--- src/rtl/dds_sweep_pkg.sv ---
`default_nettype none
// ---------------------------------------------------------------------------
// dds_sweep_pkg : shared types and constants for the DDS sweep sequencer
// rev 1.0
// ---------------------------------------------------------------------------
package dds_sweep_pkg;

  localparam int PHI_W = 32;

  typedef enum logic [2:0] {
    IDLE    = 3'd0,
    LOAD    = 3'd1,
    SETTLE  = 3'd2,
    MEASURE = 3'd3,
    NEXT    = 3'd4,
    DONE    = 3'd5
  } sweep_state_t;

endpackage
`default_nettype wire

--- src/rtl/dds_sweep_table.sv ---
`default_nettype none
// ---------------------------------------------------------------------------
// dds_sweep_table : phase-increment table, one write port, async read
// rev 1.0
// ---------------------------------------------------------------------------
module dds_sweep_table
  import dds_sweep_pkg::*;
#(
  parameter int  N_POINTS = 16,
  localparam int IDX_W    = $clog2(N_POINTS)
) (
  input  logic             clk,
  input  logic             i_we,
  input  logic [IDX_W-1:0] i_waddr,
  input  logic [PHI_W-1:0] i_wdata,
  input  logic [IDX_W-1:0] i_raddr,
  output logic [PHI_W-1:0] o_rdata
);

  logic [PHI_W-1:0] r_mem [N_POINTS];

  always_ff @(posedge clk) begin
    if (i_we) begin
      r_mem[i_waddr] <= i_wdata;
    end
  end

  assign o_rdata = r_mem[i_raddr];

endmodule
`default_nettype wire

--- src/rtl/dds_sweep_ctrl.sv ---
`default_nettype none
// ---------------------------------------------------------------------------
// dds_sweep_ctrl : steps the DDS phase increment through a frequency table,
//                  settling and measuring over whole zero-crossing periods
// rev 1.0
// ---------------------------------------------------------------------------
module dds_sweep_ctrl
  import dds_sweep_pkg::*;
#(
  parameter int  N_POINTS = 16,
  parameter int  PER_W    = 16,
  parameter int  TMO_W    = 24,
  localparam int IDX_W    = $clog2(N_POINTS)
) (
  input  logic             clk,
  input  logic             reset_n,
  input  logic             tbl_we,
  input  logic [IDX_W-1:0] tbl_addr,
  input  logic [PHI_W-1:0] tbl_data,
  input  logic [IDX_W:0]   n_points,
  input  logic [PER_W-1:0] settle_per,
  input  logic [PER_W-1:0] meas_per,
  input  logic [TMO_W-1:0] tmo_clks,
  input  logic             start,
  input  logic             abort,
  input  logic             pulso,
  output logic [PHI_W-1:0] phi_inc_o,
  output logic             dds_clken_o,
  output logic             meas_en_o,
  output logic [IDX_W-1:0] point_idx_o,
  output logic             point_done_o,
  output logic             sweep_done_o,
  output logic             busy_o,
  output logic             tmo_err_o
);

  localparam logic [IDX_W:0]   c_npts_max = {1'b1, {IDX_W{1'b0}}};
  localparam logic [IDX_W:0]   c_npts_one = {{IDX_W{1'b0}}, 1'b1};
  localparam logic [IDX_W-1:0] c_idx_one  = {{(IDX_W-1){1'b0}}, 1'b1};
  localparam logic [PER_W:0]   c_per_one  = {{PER_W{1'b0}}, 1'b1};
  localparam logic [TMO_W-1:0] c_tmo_one  = {{(TMO_W-1){1'b0}}, 1'b1};

  sweep_state_t     r_state;
  logic [IDX_W:0]   r_npts;
  logic [PER_W-1:0] r_settle;
  logic [PER_W-1:0] r_meas;
  logic [IDX_W-1:0] r_idx;
  logic [PER_W:0]   r_per_cnt;
  logic [TMO_W-1:0] r_wdg;
  logic [PHI_W-1:0] r_phi;
  logic             r_meas_en;
  logic             r_point_done;
  logic             r_sweep_done;
  logic             r_busy;
  logic             r_tmo_err;

  logic [PHI_W-1:0] w_tbl_rd;
  logic             w_start_ok;
  logic [PER_W:0]   w_per_nxt;
  logic [PER_W:0]   w_meas_tgt;
  logic             w_settle_hit;
  logic             w_meas_hit;
  logic             w_last_pt;
  logic             w_wdg_act;
  logic [TMO_W-1:0] w_wdg_nxt;
  logic             w_wdg_trip;

  dds_sweep_table #(
    .N_POINTS (N_POINTS)
  ) u_table (
    .clk     (clk),
    .i_we    (tbl_we & ~r_busy),
    .i_waddr (tbl_addr),
    .i_wdata (tbl_data),
    .i_raddr (r_idx),
    .o_rdata (w_tbl_rd)
  );

  assign w_start_ok   = start && (n_points != '0) && (n_points <= c_npts_max);
  assign w_per_nxt    = r_per_cnt + c_per_one;
  // Settle needs settle_per+1 crossings so measurement always begins on one.
  assign w_settle_hit = (w_per_nxt == ({1'b0, r_settle} + c_per_one));
  assign w_meas_tgt   = (r_meas == '0) ? c_per_one : {1'b0, r_meas};
  assign w_meas_hit   = (w_per_nxt == w_meas_tgt);
  assign w_last_pt    = (({1'b0, r_idx} + c_npts_one) == r_npts);

  assign w_wdg_act    = ((r_state == SETTLE) || (r_state == MEASURE)) && (tmo_clks != '0);
  assign w_wdg_nxt    = r_wdg + c_tmo_one;
  assign w_wdg_trip   = w_wdg_act && !pulso && (w_wdg_nxt == tmo_clks);

  always_ff @(posedge clk or negedge reset_n) begin
    if (!reset_n) begin
      r_state      <= IDLE;
      r_npts       <= '0;
      r_settle     <= '0;
      r_meas       <= '0;
      r_idx        <= '0;
      r_per_cnt    <= '0;
      r_wdg        <= '0;
      r_phi        <= '0;
      r_meas_en    <= 1'b0;
      r_point_done <= 1'b0;
      r_sweep_done <= 1'b0;
      r_busy       <= 1'b0;
      r_tmo_err    <= 1'b0;
    end else begin
      r_point_done <= 1'b0;
      r_sweep_done <= 1'b0;
      r_wdg        <= (w_wdg_act && !pulso) ? w_wdg_nxt : '0;

      // Abort and watchdog expiry pre-empt every other transition; phi holds.
      if ((r_state != IDLE) && (abort || w_wdg_trip)) begin
        r_state   <= IDLE;
        r_busy    <= 1'b0;
        r_meas_en <= 1'b0;
        if (w_wdg_trip) begin
          r_tmo_err <= 1'b1;
        end
      end else begin
        case (r_state)
          IDLE: begin
            if (w_start_ok && !abort) begin
              r_npts    <= n_points;
              r_settle  <= settle_per;
              r_meas    <= meas_per;
              r_idx     <= '0;
              r_tmo_err <= 1'b0;
              r_busy    <= 1'b1;
              r_state   <= LOAD;
            end
          end
          LOAD: begin
            r_phi     <= w_tbl_rd;
            r_per_cnt <= '0;
            r_state   <= SETTLE;
          end
          SETTLE: begin
            if (pulso) begin
              if (w_settle_hit) begin
                r_per_cnt <= '0;
                r_meas_en <= 1'b1;
                r_state   <= MEASURE;
              end else begin
                r_per_cnt <= w_per_nxt;
              end
            end
          end
          MEASURE: begin
            if (pulso) begin
              if (w_meas_hit) begin
                r_meas_en    <= 1'b0;
                r_point_done <= 1'b1;
                r_state      <= NEXT;
              end else begin
                r_per_cnt <= w_per_nxt;
              end
            end
          end
          NEXT: begin
            if (w_last_pt) begin
              r_sweep_done <= 1'b1;
              r_state      <= DONE;
            end else begin
              r_idx   <= r_idx + c_idx_one;
              r_state <= LOAD;
            end
          end
          DONE: begin
            r_busy  <= 1'b0;
            r_state <= IDLE;
          end
          default: begin
            r_busy    <= 1'b0;
            r_meas_en <= 1'b0;
            r_state   <= IDLE;
          end
        endcase
      end
    end
  end

  assign phi_inc_o    = r_phi;
  assign dds_clken_o  = r_busy;
  assign meas_en_o    = r_meas_en;
  assign point_idx_o  = r_idx;
  assign point_done_o = r_point_done;
  assign sweep_done_o = r_sweep_done;
  assign busy_o       = r_busy;
  assign tmo_err_o    = r_tmo_err;

endmodule
`default_nettype wire

--- config.mk ---
export PLATFORM = sky130hd
export DESIGN_NAME = dds_sweep_ctrl
export DESIGN_NICKNAME = d
export VERILOG_FILES = /design/src/rtl/dds_sweep_pkg.sv /design/src/rtl/dds_sweep_table.sv /design/src/rtl/dds_sweep_ctrl.sv
export SDC_FILE = /design/constraint.sdc
export NUM_CORES = 1
export LEC_CHECK = 0
export BUFFER_PORTS_ARGS = -buffer_cell sky130_fd_sc_hd__buf_4
export CORE_ASPECT_RATIO = 1.2
export CORE_MARGIN = 4
export CORE_UTILIZATION = 30
export CTS_BUF_LIST = sky130_fd_sc_hd__clkbuf_4 sky130_fd_sc_hd__clkbuf_8
export DETAILED_ROUTE_END_ITERATION = 8
export GPL_TIMING_DRIVEN = 1
export PLACE_DENSITY = 0.53
export SYNTH_ARGS = -nofsm -noshare
export SYNTH_HDL_FRONTEND = slang
export SYNTH_HIERARCHICAL = 1
export SYNTH_SLANG_ARGS = --single-unit
export TNS_END_PERCENT = 20
--- constraint.sdc ---
create_clock -name clk -period 4.8 [get_ports clk]
set_input_delay 0.96 -clock clk [delete_from_list [all_inputs] [get_ports clk]]
set_output_delay 0.96 -clock clk [all_outputs]
set_load 0.01 [all_outputs]
Yosys cells after proc, flatten, opt, wreduce, memory -nomap -nowiden

Memory sizes are Yosys's and may differ from the RTL's. A register that Yosys moved wholly into a read port is not among the register bits.
Cells that the tools add are included.

Logic and storage cells: 115
Output and inout port bits: 42
Register bits: 90
Bits in writable memories: 512
Memories kept: 1

Memory list:

| name          | depth | width | read ports | clocked after memory_dff | write ports | line                  | RTL |
|---|---|---|---|---|---|---|---|
| u_table.r_mem | 16    | 32    | 1          | 1                        | 1           | dds_sweep_table.sv:20 | `logic [PHI_W-1:0] r_mem [N_POINTS];` |

Bitwise logic cells: 3
Equality and inequality tests: 22
Reduce and logical (&&, ||, !) cells: 31
Multiplexer cells: 40
Add/sub/neg operators: 5
Magnitude comparators: 1

Operators by type and width:

| cell                                          | count |
|---|---|
| 2-to-1 mux 17 bit                             | 4 |
| one-hot mux 17 bit (3 select lines)           | 1 |
| adder 24 x 1 -> 24 bit, second input constant | 1 |
| == test 24 bit                                | 1 |
| 2-to-1 mux 24 bit                             | 1 |
| nonzero test 24 bit                           | 1 |
| 2-to-1 mux 3 bit                              | 7 |
| 2-to-1 mux 1 bit                              | 20 |
| adder 16 x 1 -> 17 bit, second input constant | 1 |
| adder 17 x 1 -> 17 bit, second input constant | 1 |
| == test 17 x 16 -> 1 bit                      | 1 |
| == test 17 bit                                | 1 |
| zero test 16 bit                              | 1 |
| 2-to-1 mux 16 bit                             | 1 |
| one-hot mux 3 bit (5 select lines)            | 1 |
| AND reduction 5 bit                           | 3 |
| != test 2 bit, second input constant          | 6 |
| != test 3 x 2 -> 1 bit, second input constant | 4 |
| 2-to-1 mux 4 bit                              | 2 |
| one-hot mux 4 bit (2 select lines)            | 1 |
| OR reduction 4 bit                            | 2 |
| logical AND 1 bit                             | 7 |
| == test 3 x 2 -> 1 bit, second input constant | 2 |
| == test 3 bit, second input constant          | 2 |
| 20 further kinds                              | 30 |

Longest topological paths before layout

Word-level depth: 9
Gate-level depth with buffers: 14

Modules after synthesis

The synthesis kept the hierarchy.

Modules (own cells, without submodules):

| module          | area an instance (um2) | instances | cells an instance |
|---|---|---|---|
| dds_sweep_table | 19194.7                | 1         | 806 |
| dds_sweep_ctrl  | 7422.1                 | 1         | 708 |

Least setup slack after synthesis

Ideal clock, no wire load.

Kind: in2reg
From: input tbl_we
To: memory u_table.r_mem[0][0] (enable)
Path slack: 463 ps
Stages on the path: 3
Data arrival time: 3876 ps
Setup time: 461 ps
Required time: 4339 ps
Buffers on the path: 0
Cells stage by stage: nor2b_1 -> or3b_2 -> nor3_1

Longest elaborated chain between the ends: 3

RTL lines:

| element                                | line                  | RTL |
|---|---|---|
| start, declared                        | dds_sweep_ctrl.sv:17  | `input logic tbl_we,` |
| bitwise AND 1 bit                      | dds_sweep_ctrl.sv:72  | `.i_we (tbl_we & ~r_busy),` |
| 2-to-1 mux 1 bit                       | dds_sweep_table.sv:23 | `if (i_we) begin` |
| 2-to-1 mux 1 bit (implied by the code) | dds_sweep_table.sv:24 | `r_mem[i_waddr] <= i_wdata;` |
| end, declared                          | dds_sweep_table.sv:20 |  |

No other way between the ends.

Worst setup path after layout

From: register r_per_cnt[0]
To: register r_per_cnt[3]

Longest elaborated chain between the ends: 5
Elaborated cells between the ends (all ways): 10

RTL lines:

| element                             | line                  | RTL |
|---|---|---|
| start, declared                     | dds_sweep_ctrl.sv:48  | `logic [PER_W:0] r_per_cnt;` |
| start signal, assigned              | dds_sweep_ctrl.sv:144 | `r_per_cnt <= w_per_nxt;` |
| start signal, assigned              | dds_sweep_ctrl.sv:155 | `r_per_cnt <= w_per_nxt;` |
| adder 17 x 1 -> 17 bit *            | dds_sweep_ctrl.sv:80  | `assign w_per_nxt = r_per_cnt + c_per_one;` |
| == test 17 bit                      | dds_sweep_ctrl.sv:82  | `assign w_settle_hit = (w_per_nxt == ({1'b0, r_settle} + c_per_one));` |
| 2-to-1 mux 17 bit                   | dds_sweep_ctrl.sv:139 | `if (w_settle_hit) begin` |
| 2-to-1 mux 17 bit                   | dds_sweep_ctrl.sv:138 | `if (pulso) begin` |
| one-hot mux 17 bit (3 select lines) | dds_sweep_ctrl.sv:120 | `case (r_state)` |

Mark *: on every way between the ends. The rest lies on a longest branch, timed or not. The select of a mux whose other input is x is not followed.
A chain may end at the register's enable or synchronous reset.

==> key figures <==
Outcome
  – Outcome: completed

Global routing
  – First-pass GRT wire length: 101000 um
  – Largest net degree at the start of global routing: 101
  – Initial antenna violation count: 7
  – Vias in the first global route: 15900
  – Tot GR Track Use: 14.3%
  – Grt total ovfl: 0

Logic synthesis
  – Most instantiated cells after synthesis: edfxtp_1 (512), mux4_2 (128), dfrtp_1 (122)
  – Count leader, synth: edfxtp_1
  – #FFs+latches synth: 634
  – Post-synthesis sequential area ratio: 69.2%
  – Synth unique cells: 77
  – Post-synth EDFFs: 512
  – Synthesized net count: 1621
  – Post-synthesis async set-or-reset flop share: 19.2%
  – Top post-synthesis cells by area: edfxtp_1 (58%), dfrtp_1 (11%), mux4_2 (11%)
  – Yosys top cell area share: 57.8%
  – Post-Syn Instances: 1514
  – Syn avg cell area: 17.6 sq um
  – Yosys warns: 6
  – Yosys top cell by area: edfxtp_1
  – Top FF cell, synth: edfxtp_1
  – Post-Syn Area: 26600 sq um

Route
  – Via/cell ratio: 5.02
  – DRT iter0 DRCs: 1032
  – Drt pass-1 iters: 4
  – DRC viols: 0
  – Routed wire per std cell: 22.7 um
  – Antenna violation net count after detailed routing: 0
  – Vias: 14900
  – WL final: 67300 um

Placement
  – Port Buffers: 144
  – Final HPWL DP: 39800 um
  – GP Congestion: 0.870

Floorplanning
  – Die Ht: 334 um
  – Chip width: 280 um
  – Number of I/O pins: 145
  – Die Area: 93600 sq um
  – Core area: 87800 sq um
  – Starting Density: 30.3%
  – Site row count: 119

STA
  – Crit path time final: 4.17 ns
  – Fin Setup TNS: 0 ns
  – RSZ-0062 raised after global routing: no
  – Max Clock Skew: 0.0272 ns
  – Worst slew pin tran: 1.15 ns
  – Slew Limit Fails: 0
  – Worst rel slew slack: 23.3%
  – Final number of setup-violating endpoints: 0
  – Final Hold Fails: 0
  – Tcrit/Tclk final: 86.9%
  – Max Clk Rate: 240 MHz

Critical path
  – Setup Crit Path Kind: reg2reg
  – R2R cell count: 10
  – Crit path depth: 10
  – Worst reg2reg setup slack: 0.63 ns
  – Worst Setup Start Kind: register
  – Largest stage delay on the critical path: 0.69 ns
  – CP delay by family, top: simple AND/OR/NAND/NOR gates
  – Critical Path End Type: register
  – Critical path arrival: 4.71 ns
  – CP max-delay cell: nor4_2
  – Worst EP required: 5.34 ns
  – Max FO, Critical Path: 17
  – Reg2reg start: r_per_cnt[0]$_DFFE_PN0P_
  – CP Buf/Inv Count: 0
  – RR Endpoint: r_per_cnt[3]$_DFFE_PN0P_
  – Worst path cell trace: ha_1, nand3_2, nor4_2, o221a_2, o211a_1, and4_1, a31oi_1, nor2_1, or2_1, o41ai_1

Clock tree
  – Post-CTS sizing: 0
  – Clock transition at the registers of the reported paths: 0.06 ns
  – Post-CTS Hold Buffers: 0
  – Setup bufs post-CTS: 0
  – Worst skew pair latency: 0.70 ns
  – H-tree levels: 3
  – CTS max path bufs: 3
  – CTS buffer count: 105
  – CTS tree: done
  – Root Driver: clkbuf_8
  – CTS sink count: 634

Layout
  – Multi-input gate area: 7790 sq um
  – Final nets: 1822
  – Reg area: 18400 sq um
  – Filler instances: 8347
  – Final core utilization: 35.8%
  – Fraction of layout cells with a size suffix above 1: 32.1%
  – Layout Area Growth over Synthesis: 18.2%

Hold path
  – Hold crit path type: in2async

Power
  – PwrDens: 393 nW/um^2
  – Peak supply drop: 0.000194 V
  – Pleak: 0.0105 uW

Job
  – MaxCap Viol Count: 0
[worst max-delay path by stage]
stage,slack [ns],to,start
after global placement,0.56,r_per_cnt[4]$_DFFE_PN0P_,r_per_cnt[0]$_DFFE_PN0P_
final,0.63,r_per_cnt[3]$_DFFE_PN0P_,r_per_cnt[0]$_DFFE_PN0P_
after floorplan,0.46,u_table/r_mem[0][0]$_DFFE_PP_,tbl_we
after global routing,0.23,phi_inc_o[6]$_DFFE_PN0P_,r_wdg[2]$_DFF_PN0_
after detailed placement,0.57,r_per_cnt[3]$_DFFE_PN0P_,r_per_cnt[0]$_DFFE_PN0P_
after CTS,0.54,phi_inc_o[6]$_DFFE_PN0P_,r_wdg[5]$_DFF_PN0_
[sequential cells by signal, summed over array words and instances (netlist names)]
signal,flops
r_meas,16
tmo_err_o,1
r_wdg,24
busy_o,1
phi_inc_o,32
u_table/r_mem,512
sweep_done_o,1
point_done_o,1
r_per_cnt,17
r_state,3
r_npts,5
meas_en_o,1
r_settle,16
point_idx_o,4
[power by group]
part | internal [uW] | leakage (uW) | switching, uW
Sequential | 6170 | 0.00616 | 216
Combinational | 487 | 0.00313 | 467
Clock | 2810 | 0.00119 | 2210
[through the flow]
stage	hold slack [ns]	std cells	cell area, sq um	setup slack, ns	total power (uW)
2_1_floorplan	0.480	1514	26600	0.463	6940
3_3_place_gp	0.480	2757	29200	0.564	7440
3_5_place_dp	0.487	2757	29200	0.566	7470
4_1_cts	0.399	2952	31400	0.541	12600
5_1_grt	0.434	2957	31400	0.233	12900
6_report	0.434	2959	31500	0.631	12400
[logic make-up after synthesis]
group	synth area share [%]
adders and majority gates	0.188
and+or+nand+nor	6.08
AOI/OAI and AO/OA	4.87
buffers and inverters	2.00
xor gates and xnor gates	3.50
muxes	14.1
DFF	69.2
[metal layers]
metal | vias up | wire [um] | GRT usage, %
met5 | - | 49 | 0
met4 | 8 | 1900 | 4.89
met3 | 116 | 4100 | 3.68
met2 | 415 | 34200 | 24.7
met1 | 7793 | 27100 | 17.3
li1 | 6529 | - | -
[layout make-up]
cell class                 count  area share [%]
antenna                        7          0.0557
clock buffer                 144            5.80
clock inverter                51            1.36
inverter                      22           0.263
multi-input combinational    775            24.8
sequential                   634            58.6
tap                         1149            4.57
timing repair buffer         177            4.55
[layout by cell type, fill, tap and decap left out, types with 9 or more instances in the layout]
cell,n
edfxtp_1,512
buf_4,168
mux4_2,128
dfrtp_1,120
clkbuf_8,119
nand2_1,66
a22oi_1,64
xnor2_1,50
mux2_2,48
nor2_1,45
nand3_1,29
o21ai_0,29
nor4_1,26
xor2_1,26
clkbuf_4,25
inv_1,22
mux2_1,22
nand4_1,21
clkinv_2,21
nor3_1,20
clkinv_1,16
nor2_4,13
o22ai_1,12
o31ai_1,10
o41ai_1,10
mux2i_1,9
xnor3_1,9
Note: power is estimated with default switching activity, not from simulation.
